<file path="config.mk">
export PLATFORM = sky130hd
export DESIGN_NAME = cliente_cajero_flat
export DESIGN_NICKNAME = d
export VERILOG_FILES = /design/src/rtl/cliente_cajero_if.sv /design/src/rtl/cliente_cajero.sv /design/src/flat_wrapper.sv
export SDC_FILE = /design/constraint.sdc
export NUM_CORES = 1
export LEC_CHECK = 0
export BUFFER_PORTS_ARGS = -buffer_cell sky130_fd_sc_hd__buf_2
export CAP_MARGIN = 20
export CORE_ASPECT_RATIO = 0.9
export CORE_MARGIN = 2
export CORE_UTILIZATION = 40
export CTS_CLUSTER_DIAMETER = 80
export DETAILED_ROUTE_END_ITERATION = 12
export HOLD_SLACK_MARGIN = 0.06
export PLACE_DENSITY_LB_ADDON = 0.15
export SYNTH_ARGS = -nofsm -noshare
export SYNTH_HDL_FRONTEND = slang
export SYNTH_SLANG_ARGS = --single-unit
</file>
<file path="constraint.sdc">
create_clock -name clk -period 1.9 [get_ports clk]
set_clock_uncertainty 0.2 [all_clocks]
set_input_delay 0.095 -clock clk [delete_from_list [all_inputs] [get_ports clk]]
set_output_delay 0.095 -clock clk [all_outputs]
set_load 0.01 [all_outputs]
</file>
<file path="src/rtl/cliente_cajero_if.sv">
// Client <-> ATM signal bundle for cliente_cajero.
// master: the client block (drives card/digit/result lines).
// slave : the user + ATM side (drives request and ATM status lines).
interface cliente_cajero_if;
  // user request
  logic        iniciar;
  logic [15:0] pin_usuario;
  logic        tipo_usuario;
  logic [31:0] monto_usuario;
  // ATM status
  logic        pin_incorrecto;
  logic        advertencia;
  logic        bloqueo;
  logic        balance_stb;
  logic        entregar_dinero;
  logic        fondos_insuficientes;
  logic [63:0] balance_actualizado;
  // client outputs
  logic        tarjeta_recibida;
  logic        digito_stb;
  logic [3:0]  digito;
  logic        tipo_trans;
  logic [31:0] monto;
  logic        ocupado;
  logic        hecho;
  logic [2:0]  resultado;
  logic [63:0] balance_leido;
  logic        advertencia_vista;

  modport master (
    input  iniciar, pin_usuario, tipo_usuario, monto_usuario,
           pin_incorrecto, advertencia, bloqueo, balance_stb,
           entregar_dinero, fondos_insuficientes, balance_actualizado,
    output tarjeta_recibida, digito_stb, digito, tipo_trans, monto,
           ocupado, hecho, resultado, balance_leido, advertencia_vista
  );

  modport slave (
    output iniciar, pin_usuario, tipo_usuario, monto_usuario,
           pin_incorrecto, advertencia, bloqueo, balance_stb,
           entregar_dinero, fondos_insuficientes, balance_actualizado,
    input  tarjeta_recibida, digito_stb, digito, tipo_trans, monto,
           ocupado, hecho, resultado, balance_leido, advertencia_vista
  );
endinterface

</file>
<file path="src/rtl/cliente_cajero.sv">
// ATM client: sends card + 4 PIN digits, waits for the ATM verdict and
// reports a result code. Optional response timeout is built only when the
// macro CLIENTE_TIMEOUT_EN is defined (limit set by parameter TIMEOUT).
module cliente_cajero #(
  parameter int unsigned TIMEOUT = 32
) (
  input  logic              clk,
  input  logic              reset,
  cliente_cajero_if.master  bus
);

  typedef enum logic [2:0] {
    IDLE, TARJETA, DIGITO, PAUSA, ESPERA_PIN, ESPERA_RETIRO, FIN
  } estado_t;

  localparam logic [2:0] RES_DEPOSITO = 3'b001;
  localparam logic [2:0] RES_RETIRO   = 3'b010;
  localparam logic [2:0] RES_PIN_MAL  = 3'b011;
  localparam logic [2:0] RES_BLOQUEO  = 3'b100;
  localparam logic [2:0] RES_FONDOS   = 3'b101;
`ifdef CLIENTE_TIMEOUT_EN
  localparam logic [2:0] RES_TIMEOUT  = 3'b110;
  localparam int unsigned CNT_W = (TIMEOUT > 1) ? $clog2(TIMEOUT + 1) : 1;
`endif

  estado_t     estado_q, estado_d;
  logic [15:0] pin_q, pin_d;
  logic        tipo_q, tipo_d;
  logic [31:0] monto_q, monto_d;
  logic [1:0]  idx_q, idx_d;
  logic [2:0]  resultado_q, resultado_d;
  logic [63:0] balance_q, balance_d;
  logic        adv_q, adv_d;
`ifdef CLIENTE_TIMEOUT_EN
  logic [CNT_W-1:0] cnt_q, cnt_d;
  logic             expira;
  assign expira = (cnt_q == CNT_W'(TIMEOUT - 1));
`else
  logic unused_cfg;
  assign unused_cfg = ^TIMEOUT;
`endif

  // State and data registers, synchronous active-low reset
  always_ff @(posedge clk) begin
    if (!reset) begin
      estado_q    <= IDLE;
      pin_q       <= '0;
      tipo_q      <= 1'b0;
      monto_q     <= '0;
      idx_q       <= '0;
      resultado_q <= '0;
      balance_q   <= '0;
      adv_q       <= 1'b0;
`ifdef CLIENTE_TIMEOUT_EN
      cnt_q       <= '0;
`endif
    end else begin
      estado_q    <= estado_d;
      pin_q       <= pin_d;
      tipo_q      <= tipo_d;
      monto_q     <= monto_d;
      idx_q       <= idx_d;
      resultado_q <= resultado_d;
      balance_q   <= balance_d;
      adv_q       <= adv_d;
`ifdef CLIENTE_TIMEOUT_EN
      cnt_q       <= cnt_d;
`endif
    end
  end

  // Next-state logic: request latch, digit sequencing, ATM response priority
  always_comb begin
    estado_d    = estado_q;
    pin_d       = pin_q;
    tipo_d      = tipo_q;
    monto_d     = monto_q;
    idx_d       = idx_q;
    resultado_d = resultado_q;
    balance_d   = balance_q;
    adv_d       = adv_q;
`ifdef CLIENTE_TIMEOUT_EN
    cnt_d       = cnt_q;
`endif
    case (estado_q)
      IDLE: begin
        if (bus.iniciar) begin
          pin_d       = bus.pin_usuario;
          tipo_d      = bus.tipo_usuario;
          monto_d     = bus.monto_usuario;
          idx_d       = '0;
          resultado_d = '0;
          balance_d   = '0;
          adv_d       = 1'b0;
          estado_d    = TARJETA;
        end
      end
      TARJETA: estado_d = DIGITO;
      DIGITO:  estado_d = PAUSA;
      PAUSA: begin
        if (idx_q == 2'd3) begin
          estado_d = ESPERA_PIN;
`ifdef CLIENTE_TIMEOUT_EN
          cnt_d    = '0;
`endif
        end else begin
          idx_d    = idx_q + 2'd1;
          estado_d = DIGITO;
        end
      end
      ESPERA_PIN: begin
        if (bus.bloqueo) begin
          resultado_d = RES_BLOQUEO;
          estado_d    = FIN;
        end else if (bus.pin_incorrecto) begin
          resultado_d = RES_PIN_MAL;
          estado_d    = FIN;
        end else if (bus.balance_stb) begin
          balance_d = bus.balance_actualizado;
          if (!tipo_q) begin
            resultado_d = RES_DEPOSITO;
            estado_d    = FIN;
          end else begin
            estado_d = ESPERA_RETIRO;
`ifdef CLIENTE_TIMEOUT_EN
            cnt_d    = '0;
`endif
          end
        end
`ifdef CLIENTE_TIMEOUT_EN
        else if (expira) begin
          resultado_d = RES_TIMEOUT;
          estado_d    = FIN;
        end else begin
          cnt_d = cnt_q + 1'b1;
        end
`endif
      end
      ESPERA_RETIRO: begin
        if (bus.fondos_insuficientes) begin
          resultado_d = RES_FONDOS;
          estado_d    = FIN;
        end else if (bus.entregar_dinero) begin
          resultado_d = RES_RETIRO;
          estado_d    = FIN;
        end
`ifdef CLIENTE_TIMEOUT_EN
        else if (expira) begin
          resultado_d = RES_TIMEOUT;
          estado_d    = FIN;
        end else begin
          cnt_d = cnt_q + 1'b1;
        end
`endif
      end
      FIN:     estado_d = IDLE;
      default: estado_d = IDLE;
    endcase
    // Warning is sticky across every busy state, FIN included
    if (estado_q != IDLE && bus.advertencia) adv_d = 1'b1;
  end

  // Outputs decoded from state; latched request is hidden while idle
  always_comb begin
    bus.tarjeta_recibida  = (estado_q == TARJETA);
    bus.digito_stb        = (estado_q == DIGITO);
    bus.ocupado           = (estado_q != IDLE);
    bus.hecho             = (estado_q == FIN);
    bus.tipo_trans        = (estado_q != IDLE) ? tipo_q : 1'b0;
    bus.monto             = (estado_q != IDLE) ? monto_q : '0;
    bus.resultado         = resultado_q;
    bus.balance_leido     = balance_q;
    bus.advertencia_vista = adv_q;
    bus.digito            = '0;
    if (estado_q == DIGITO) begin
      case (idx_q)
        2'd0:    bus.digito = pin_q[15:12];
        2'd1:    bus.digito = pin_q[11:8];
        2'd2:    bus.digito = pin_q[7:4];
        default: bus.digito = pin_q[3:0];
      endcase
    end
  end

endmodule

</file>
<file path="src/flat_wrapper.sv">
// flat-port wrapper written by rule: the top's interface ports become plain ports
module cliente_cajero_flat 
#(
  parameter int unsigned TIMEOUT = 32
)
  (clk, reset, bus_iniciar, bus_pin_usuario, bus_tipo_usuario, bus_monto_usuario, bus_pin_incorrecto, bus_advertencia, bus_bloqueo, bus_balance_stb, bus_entregar_dinero, bus_fondos_insuficientes, bus_balance_actualizado, bus_tarjeta_recibida, bus_digito_stb, bus_digito, bus_tipo_trans, bus_monto, bus_ocupado, bus_hecho, bus_resultado, bus_balance_leido, bus_advertencia_vista);
  cliente_cajero_if bus_i ();
  input  logic clk;
  input  logic reset;
  input wire logic [$bits(bus_i.iniciar)-1:0] bus_iniciar;
  input wire logic [$bits(bus_i.pin_usuario)-1:0] bus_pin_usuario;
  input wire logic [$bits(bus_i.tipo_usuario)-1:0] bus_tipo_usuario;
  input wire logic [$bits(bus_i.monto_usuario)-1:0] bus_monto_usuario;
  input wire logic [$bits(bus_i.pin_incorrecto)-1:0] bus_pin_incorrecto;
  input wire logic [$bits(bus_i.advertencia)-1:0] bus_advertencia;
  input wire logic [$bits(bus_i.bloqueo)-1:0] bus_bloqueo;
  input wire logic [$bits(bus_i.balance_stb)-1:0] bus_balance_stb;
  input wire logic [$bits(bus_i.entregar_dinero)-1:0] bus_entregar_dinero;
  input wire logic [$bits(bus_i.fondos_insuficientes)-1:0] bus_fondos_insuficientes;
  input wire logic [$bits(bus_i.balance_actualizado)-1:0] bus_balance_actualizado;
  output wire logic [$bits(bus_i.tarjeta_recibida)-1:0] bus_tarjeta_recibida;
  output wire logic [$bits(bus_i.digito_stb)-1:0] bus_digito_stb;
  output wire logic [$bits(bus_i.digito)-1:0] bus_digito;
  output wire logic [$bits(bus_i.tipo_trans)-1:0] bus_tipo_trans;
  output wire logic [$bits(bus_i.monto)-1:0] bus_monto;
  output wire logic [$bits(bus_i.ocupado)-1:0] bus_ocupado;
  output wire logic [$bits(bus_i.hecho)-1:0] bus_hecho;
  output wire logic [$bits(bus_i.resultado)-1:0] bus_resultado;
  output wire logic [$bits(bus_i.balance_leido)-1:0] bus_balance_leido;
  output wire logic [$bits(bus_i.advertencia_vista)-1:0] bus_advertencia_vista;
  assign bus_i.iniciar = bus_iniciar;
  assign bus_i.pin_usuario = bus_pin_usuario;
  assign bus_i.tipo_usuario = bus_tipo_usuario;
  assign bus_i.monto_usuario = bus_monto_usuario;
  assign bus_i.pin_incorrecto = bus_pin_incorrecto;
  assign bus_i.advertencia = bus_advertencia;
  assign bus_i.bloqueo = bus_bloqueo;
  assign bus_i.balance_stb = bus_balance_stb;
  assign bus_i.entregar_dinero = bus_entregar_dinero;
  assign bus_i.fondos_insuficientes = bus_fondos_insuficientes;
  assign bus_i.balance_actualizado = bus_balance_actualizado;
  assign bus_tarjeta_recibida = bus_i.tarjeta_recibida;
  assign bus_digito_stb = bus_i.digito_stb;
  assign bus_digito = bus_i.digito;
  assign bus_tipo_trans = bus_i.tipo_trans;
  assign bus_monto = bus_i.monto;
  assign bus_ocupado = bus_i.ocupado;
  assign bus_hecho = bus_i.hecho;
  assign bus_resultado = bus_i.resultado;
  assign bus_balance_leido = bus_i.balance_leido;
  assign bus_advertencia_vista = bus_i.advertencia_vista;
  cliente_cajero #(.TIMEOUT(TIMEOUT)) u_core (.clk(clk), .reset(reset), .bus(bus_i));
endmodule
</file>
==> flow_metrics.env, run 1 <==
export IMPL_status="finished, violations left"
export IMPL_violations="negative setup slack"
export IMPL_grt_first_pass_wirelength_um=24000
export IMPL_syn2layout_area_growth_pct=66.9
export IMPL_p_total_w=0.00884
export IMPL_layout_drive_gt1_share=0.324
export IMPL_fmax_ghz=0.503
export IMPL_die_y_um=110
export IMPL_numPortBuffers=230
export IMPL_dr_pass1_iters=5
export IMPL_viasPerCell=4.89
export IMPL_grt_max_degree=65
export IMPL_cts_made_buffers=17
export IMPL_initial_core_util=0.413
export IMPL_clockBufferDepth=2
export IMPL_max_vdd_ir_drop_mv=0.725
export IMPL_antenna_left=0
export IMPL_hold_start="u_core.bus.balance_leido[27]"
export IMPL_cts_tree="done"
export IMPL_relSlewSlack=0.659
export IMPL_cp_slowest_stage_delay_ps=370
export IMPL_fin_ws_ps=-88.1
export IMPL_io_pin_count=231
export IMPL_clockRootBuffer="clkbuf_16"
export IMPL_numClockSinks=122
export IMPL_critPathLaunchType="flip-flop"
export IMPL_drc=0
export IMPL_tns_ps=-292
export IMPL_syn_nets=758
export IMPL_drv_slew=0
export IMPL_power_density_nw_per_um2=1050
export IMPL_crit_chain="inv_4 -> ha_4 -> a222oi_1 -> nor2_1 -> a21oi_1 -> nor2_1 -> buf_2"
export IMPL_critPathRequiredTime_ps=1600
export IMPL_tightest_slew_ps=512
export IMPL_vias=5632
export IMPL_swShare=0.303
export IMPL_arrival_ps=1690
export IMPL_syn_area_sq_um=5020
export IMPL_period_minus_slack_ps=1990
export IMPL_synthFlopType="dfxtp_1"
export IMPL_setup_viol=9
export IMPL_drt_initial_drc_count=286
export IMPL_htree_levels=4
export IMPL_fp_dieW_um=122
export IMPL_cpMaxStageDelayCell="dfxtp_4"
export IMPL_die_area_sq_um=13500
export IMPL_startpoint="u_core.idx_q[0]"
export IMPL_clk_pin_slew_ps=50
export IMPL_rsz0062_at_grt="true"
export IMPL_leakagePower_nw=3.72
export IMPL_antenna_found_initial=0
export IMPL_num_rows=38
export IMPL_wl_per_cell_um=14.1
export IMPL_avgSynthCellArea_sq_um=7.96
export IMPL_power_share_clock=0.363
export IMPL_critical_path_max_fanout=4
export IMPL_place_congestion=0.830
export IMPL_clk_latency_ps=410
export IMPL_grt_usage=0.226
export IMPL_synthCells=631
export IMPL_seq_power_share=0.337
export IMPL_path_class="flip-flop to output pin"
export IMPL_post_place_cells=985
export IMPL_switching_power_w=0.00267
export IMPL_crit_top_cell="nor2_1"
export IMPL_grt_ovfl_total=0
export IMPL_ys_warnings_count=0
export IMPL_ys_ff_latch=122
export IMPL_final_cells=1152
export IMPL_diodes=0
export IMPL_drt_wl_total_um=16200
export IMPL_min_delay_path_class="flip-flop to flip-flop"
export IMPL_synth_seq_area_share=0.486
export IMPL_synth_edf_count=0
export IMPL_grt_pass1_vias=5371
export IMPL_r2r_start="u_core.estado_q[2]"
export IMPL_synth_async_sr_flop_share=0
export IMPL_power_frac_comb=0.300
export IMPL_fin_nets=1106
export IMPL_endpoint_kind="output pin"
export IMPL_hold_viol=0
export IMPL_synth_distinct_cells=40
export IMPL_core_sq_um=12200
export IMPL_intPower_w=0.00617
export IMPL_post_route_period_util=1.05
export IMPL_max_cap_violations=0
export IMPL_place_hpwl_um=9480
-- sequential cells by signal, indices dropped and copies added, names as in the netlist --
signal	cells
u_core.bus.advertencia_vista	1
u_core.bus.balance_leido	64
u_core.bus.resultado	3
u_core.estado_q	3
u_core.idx_q	2
u_core.monto_q	32
u_core.pin_q	16
u_core.tipo_q	1
-- per-stage QoR --
stage          hold WS [ps]  setup slack [ps]  utilization  instance area (sq um)
6_report                246             -88.1        0.689                   8380
5_1_grt                 266              -183        0.689                   8380
4_1_cts                 241             -99.5        0.670                   8150
3_5_place_dp            141              57.0        0.516                   6270
3_3_place_gp            135               112        0.516                   6270
2_1_floorplan          31.0               262            -                   5020
-- critical path, delay by kind of cell (launching register included) --
| family | cells | cell delay (ps) |
|---|---|---|
| simple gates | 2 | 140 |
| buf+inv | 2 | 190 |
| fa+ha+maj | 1 | 160 |
| compound gates | 2 | 440 |
| flops | 1 | 370 |
-- cells in the mapped netlist, types with 2 or more instances --
cell type  number  area share
inv_2           2      0.0015
a222oi_1        4      0.0080
ha_1            5       0.012
buf_2          11       0.011
nand3_1        68       0.068
mux2i_1         2      0.0040
o21ai_0         2      0.0020
clkbuf_1       21       0.016
buf_6           8       0.018
buf_1           2      0.0015
nor2_1         17       0.013
dfxtp_1       122        0.49
nand2_1       169        0.13
a21oi_1       121        0.12
nor2b_1         2      0.0025
nor3_2          3      0.0060
nand2b_1        2      0.0025
inv_1           7      0.0052
and2_1         34       0.042
buf_4           9       0.013
-- logic make-up (layout without fill, tap and decap cells) --
family,Yosys count,in the layout,synth area share
and+or+nand+nor,306,306,0.283
AOI/OAI and AO/OA,136,136,0.148
DFF,122,122,0.486
buffers and inverters,60,421,0.0663
adders and majority gates,5,5,0.0125
muxes,2,2,0.00399
-- per-layer routing --
layer  wire, um  part of all wire  track usage  vias up
met5          0                 0            0        -
met2       8210              0.51        0.397      205
met3       1230             0.076       0.0756       35
met4        411             0.025        0.103        0
met1       6390              0.39        0.248     2586
li1           -                 -            -     2806
-- repair_timing --
action | in CTS | in global routing
setup buffers | 3 | 6
resized for setup | 15 | 27
hold buffers | 122 | 0
hold endpoints to repair | 120 | 0
pin swaps | 7 | 10
endpoints found under the setup margin | 39 | 38
gates cloned | 0 | 4
-- placed cells by master (no fill, tap or decap), drive strengths merged, types with 2 or more instances in the layout --
cell / count
a21oi: 121
a222oi: 4
and2: 34
buf: 255
bufinv: 3
clkbuf: 27
clkinv: 5
dfxtp: 122
dlygate4sd3: 122
ha: 5
inv: 8
mux2i: 2
nand2: 169
nand2b: 2
nand3: 68
nor2: 18
nor2b: 2
nor3: 3
nor4: 2
o21ai: 3
or3: 2
or3b: 2
-- power by group through the flow --
stage               Combinational (W)  Clock, W  Sequential [W]
detailed placement            0.00200         0         0.00302
global route                  0.00289   0.00339         0.00300
global placement              0.00198         0         0.00300
CTS                           0.00225   0.00328         0.00298
finish                        0.00265   0.00320         0.00298
floorplan                     0.00139         0         0.00299
-- path summary, 6_finish.rpt --
| check | end | slack, ps | depth (start not counted) |
|---|---|---|---|
| worst max-delay path | bus_digito[3] | -90 | 7 |
| worst min-delay path | u_core.bus.balance_leido[27] | 250 | 2 |
| worst max register to register | u_core.bus.balance_leido[34] | 60 | 6 |
| worst min register to register | u_core.bus.balance_leido[27] | 250 | 2 |
-- final cells by class --
type	instances	area (sq um)
Multi-Input combinational cell	449	2320
Clock buffer	24	472
Inverter	9	42.5
Tap cell	160	200
Sequential cell	122	2460
Timing Repair Buffer	380	2770
Clock inverter	8	118
Fill cell	974	3790
No activity file was read; power rests on OpenSTA's default activity.
==> inputs of run 2 (changes only) <==
--- a/config.mk
+++ b/config.mk
@@ -14,6 +14,7 @@
 export DETAILED_ROUTE_END_ITERATION = 12
 export HOLD_SLACK_MARGIN = 0.06
 export PLACE_DENSITY_LB_ADDON = 0.15
+export SKIP_CTS_REPAIR_TIMING = 1
 export SYNTH_ARGS = -nofsm -noshare
 export SYNTH_HDL_FRONTEND = slang
 export SYNTH_SLANG_ARGS = --single-unit
==> constraint.sdc (replaced) <==
create_clock -name clk -period 1.8 [get_ports clk]
set_clock_uncertainty 0.2 [all_clocks]
set_input_delay 0.09 -clock clk [delete_from_list [all_inputs] [get_ports clk]]
set_output_delay 0.09 -clock clk [all_outputs]
set_load 0.01 [all_outputs]
==> flow_metrics.env, run 2 (synthesized netlist as in run 1, its figures left out) <==
export IMPL_core_sq_um=12200
export IMPL_place_hpwl_um=9940
export IMPL_cpMaxStageDelayCell="dfxtp_4"
export IMPL_grt_ovfl_total=0
export IMPL_numClockSinks=122
export IMPL_post_route_period_util=1.16
export IMPL_syn2layout_area_growth_pct=74.2
export IMPL_drt_initial_drc_count=359
export IMPL_cp_slowest_stage_delay_ps=360
export IMPL_htree_levels=4
export IMPL_relSlewSlack=0.693
export IMPL_tightest_slew_ps=459
export IMPL_layout_drive_gt1_share=0.361
export IMPL_hold_viol=0
export IMPL_grt_first_pass_wirelength_um=22300
export IMPL_io_pin_count=231
export IMPL_num_rows=38
export IMPL_antenna_found_initial=0
export IMPL_max_cap_violations=0
export IMPL_period_minus_slack_ps=2090
export IMPL_path_class="flip-flop to output pin"
export IMPL_cts_tree="done"
export IMPL_clockBufferDepth=2
export IMPL_setup_viol=39
export IMPL_grt_max_degree=50
export IMPL_die_area_sq_um=13500
export IMPL_fmax_ghz=0.479
export IMPL_drc=0
export IMPL_clk_pin_slew_ps=50
export IMPL_min_delay_path_class="flip-flop to flip-flop"
export IMPL_antenna_left=0
export IMPL_critPathLaunchType="flip-flop"
export IMPL_dp_slack_ps=26.7
export IMPL_critical_path_buf_inv_count=2
export IMPL_clk_latency_ps=410
export IMPL_fin_nets=1116
export IMPL_path_delay_family="compound AO/OA/AOI/OAI gates"
export IMPL_fin_ws_ps=-287
export IMPL_layout_commonest_cell="buf_2"
export IMPL_endpoint_kind="output pin"
export IMPL_grt_pass1_vias=4872
export IMPL_clockRootBuffer="clkbuf_16"
export IMPL_fp_dieW_um=122
export IMPL_crit_chain="buf_6 -> ha_4 -> a222oi_1 -> nor2_1 -> a21oi_1 -> nor2_1 -> buf_2"
export IMPL_critical_path_max_fanout=4
export IMPL_drt_wl_total_um=17900
export IMPL_dr_pass1_iters=7
export IMPL_die_y_um=110
export IMPL_layout_common_cells="buf_2, nand2_1, a21oi_1, dlygate4sd3_1, dfxtp_1"
export IMPL_arrival_ps=1800
export IMPL_violations="negative setup slack"
export IMPL_grt_usage=0.210
export IMPL_largest_reg_flops=64
export IMPL_cts_made_buffers=17
export IMPL_p_total_w=0.00970
export IMPL_initial_core_util=0.413
export IMPL_place_congestion=0.846
export IMPL_diodes=0
export IMPL_status="finished, violations left"
export IMPL_drv_slew=0
export IMPL_max_vdd_ir_drop_mv=0.755
export IMPL_viasPerCell=4.98
export IMPL_vias=5784
export IMPL_leakagePower_nw=3.83
export IMPL_numPortBuffers=230
export IMPL_wl_per_cell_um=15.4
export IMPL_power_density_nw_per_um2=1110
export IMPL_reg2reg_slack_ps=-10
export IMPL_critPathRequiredTime_ps=1510
export IMPL_crit_top_cell="nor2_1"
export IMPL_rsz0062_at_grt="true"
## run 2: path summary, 6_finish.rpt
| check | start | end | cells after the start |
|---|---|---|---|
| worst min register to register | u_core.bus.balance_leido[60] | u_core.bus.balance_leido[60] | 2 |
| worst min-delay path | u_core.bus.balance_leido[60] | u_core.bus.balance_leido[60] | 2 |
| worst max-delay path | u_core.idx_q[0] | bus_digito[3] | 7 |
| worst max register to register | u_core.estado_q[2] | u_core.estado_q[2] | 5 |
## run 2: metrics by stage
stage / TNS, ps / std cells / utilization / hold slack [ps] / cell area [sq um]
6_report: -5440 / 1161 / 0.719 / 250 / 8750
4_1_cts: -10430 / 1023 / 0.568 / -305 / 6910
5_1_grt: -8350 / 1161 / 0.719 / 267 / 8750
3_3_place_gp: 0 / 992 / 0.522 / 131 / 6350
2_1_floorplan: 0 / 631 / - / 26.0 / 5020
3_5_place_dp: 0 / 992 / 0.522 / 135 / 6350
## run 2: worst register-to-register path: stages, from the launching register on
cell	delay, ps
dfxtp_4	370
buf_6	130
or3b_4	240
nor4_4	40
or3_4	390
o311a_1	310
## run 2: area by class of cell
type	instances	area, sq um
Tap cell	160	200
Fill cell	895	3430
Sequential cell	122	2460
Inverter	9	45.0
Multi-Input combinational cell	449	2420
Clock buffer	22	464
Timing Repair Buffer	390	3060
Clock inverter	9	97.6
## run 2: per-layer routing
layer  up-vias  routed length, um  global-route usage
met2       228               9060               0.349
met5         -                  0                   0
met3        25               1210              0.0777
met4         0                328              0.0944
li1       2820                  -                   -
met1      2711               7340               0.244
## run 2: power breakdown
part | switching [W] | leakage, nW | internal [W]
logic | 0.00169 | 2.56 | 0.00161
clock network | 0.00116 | 0.279 | 0.00208
registers | 0.000183 | 0.994 | 0.00297
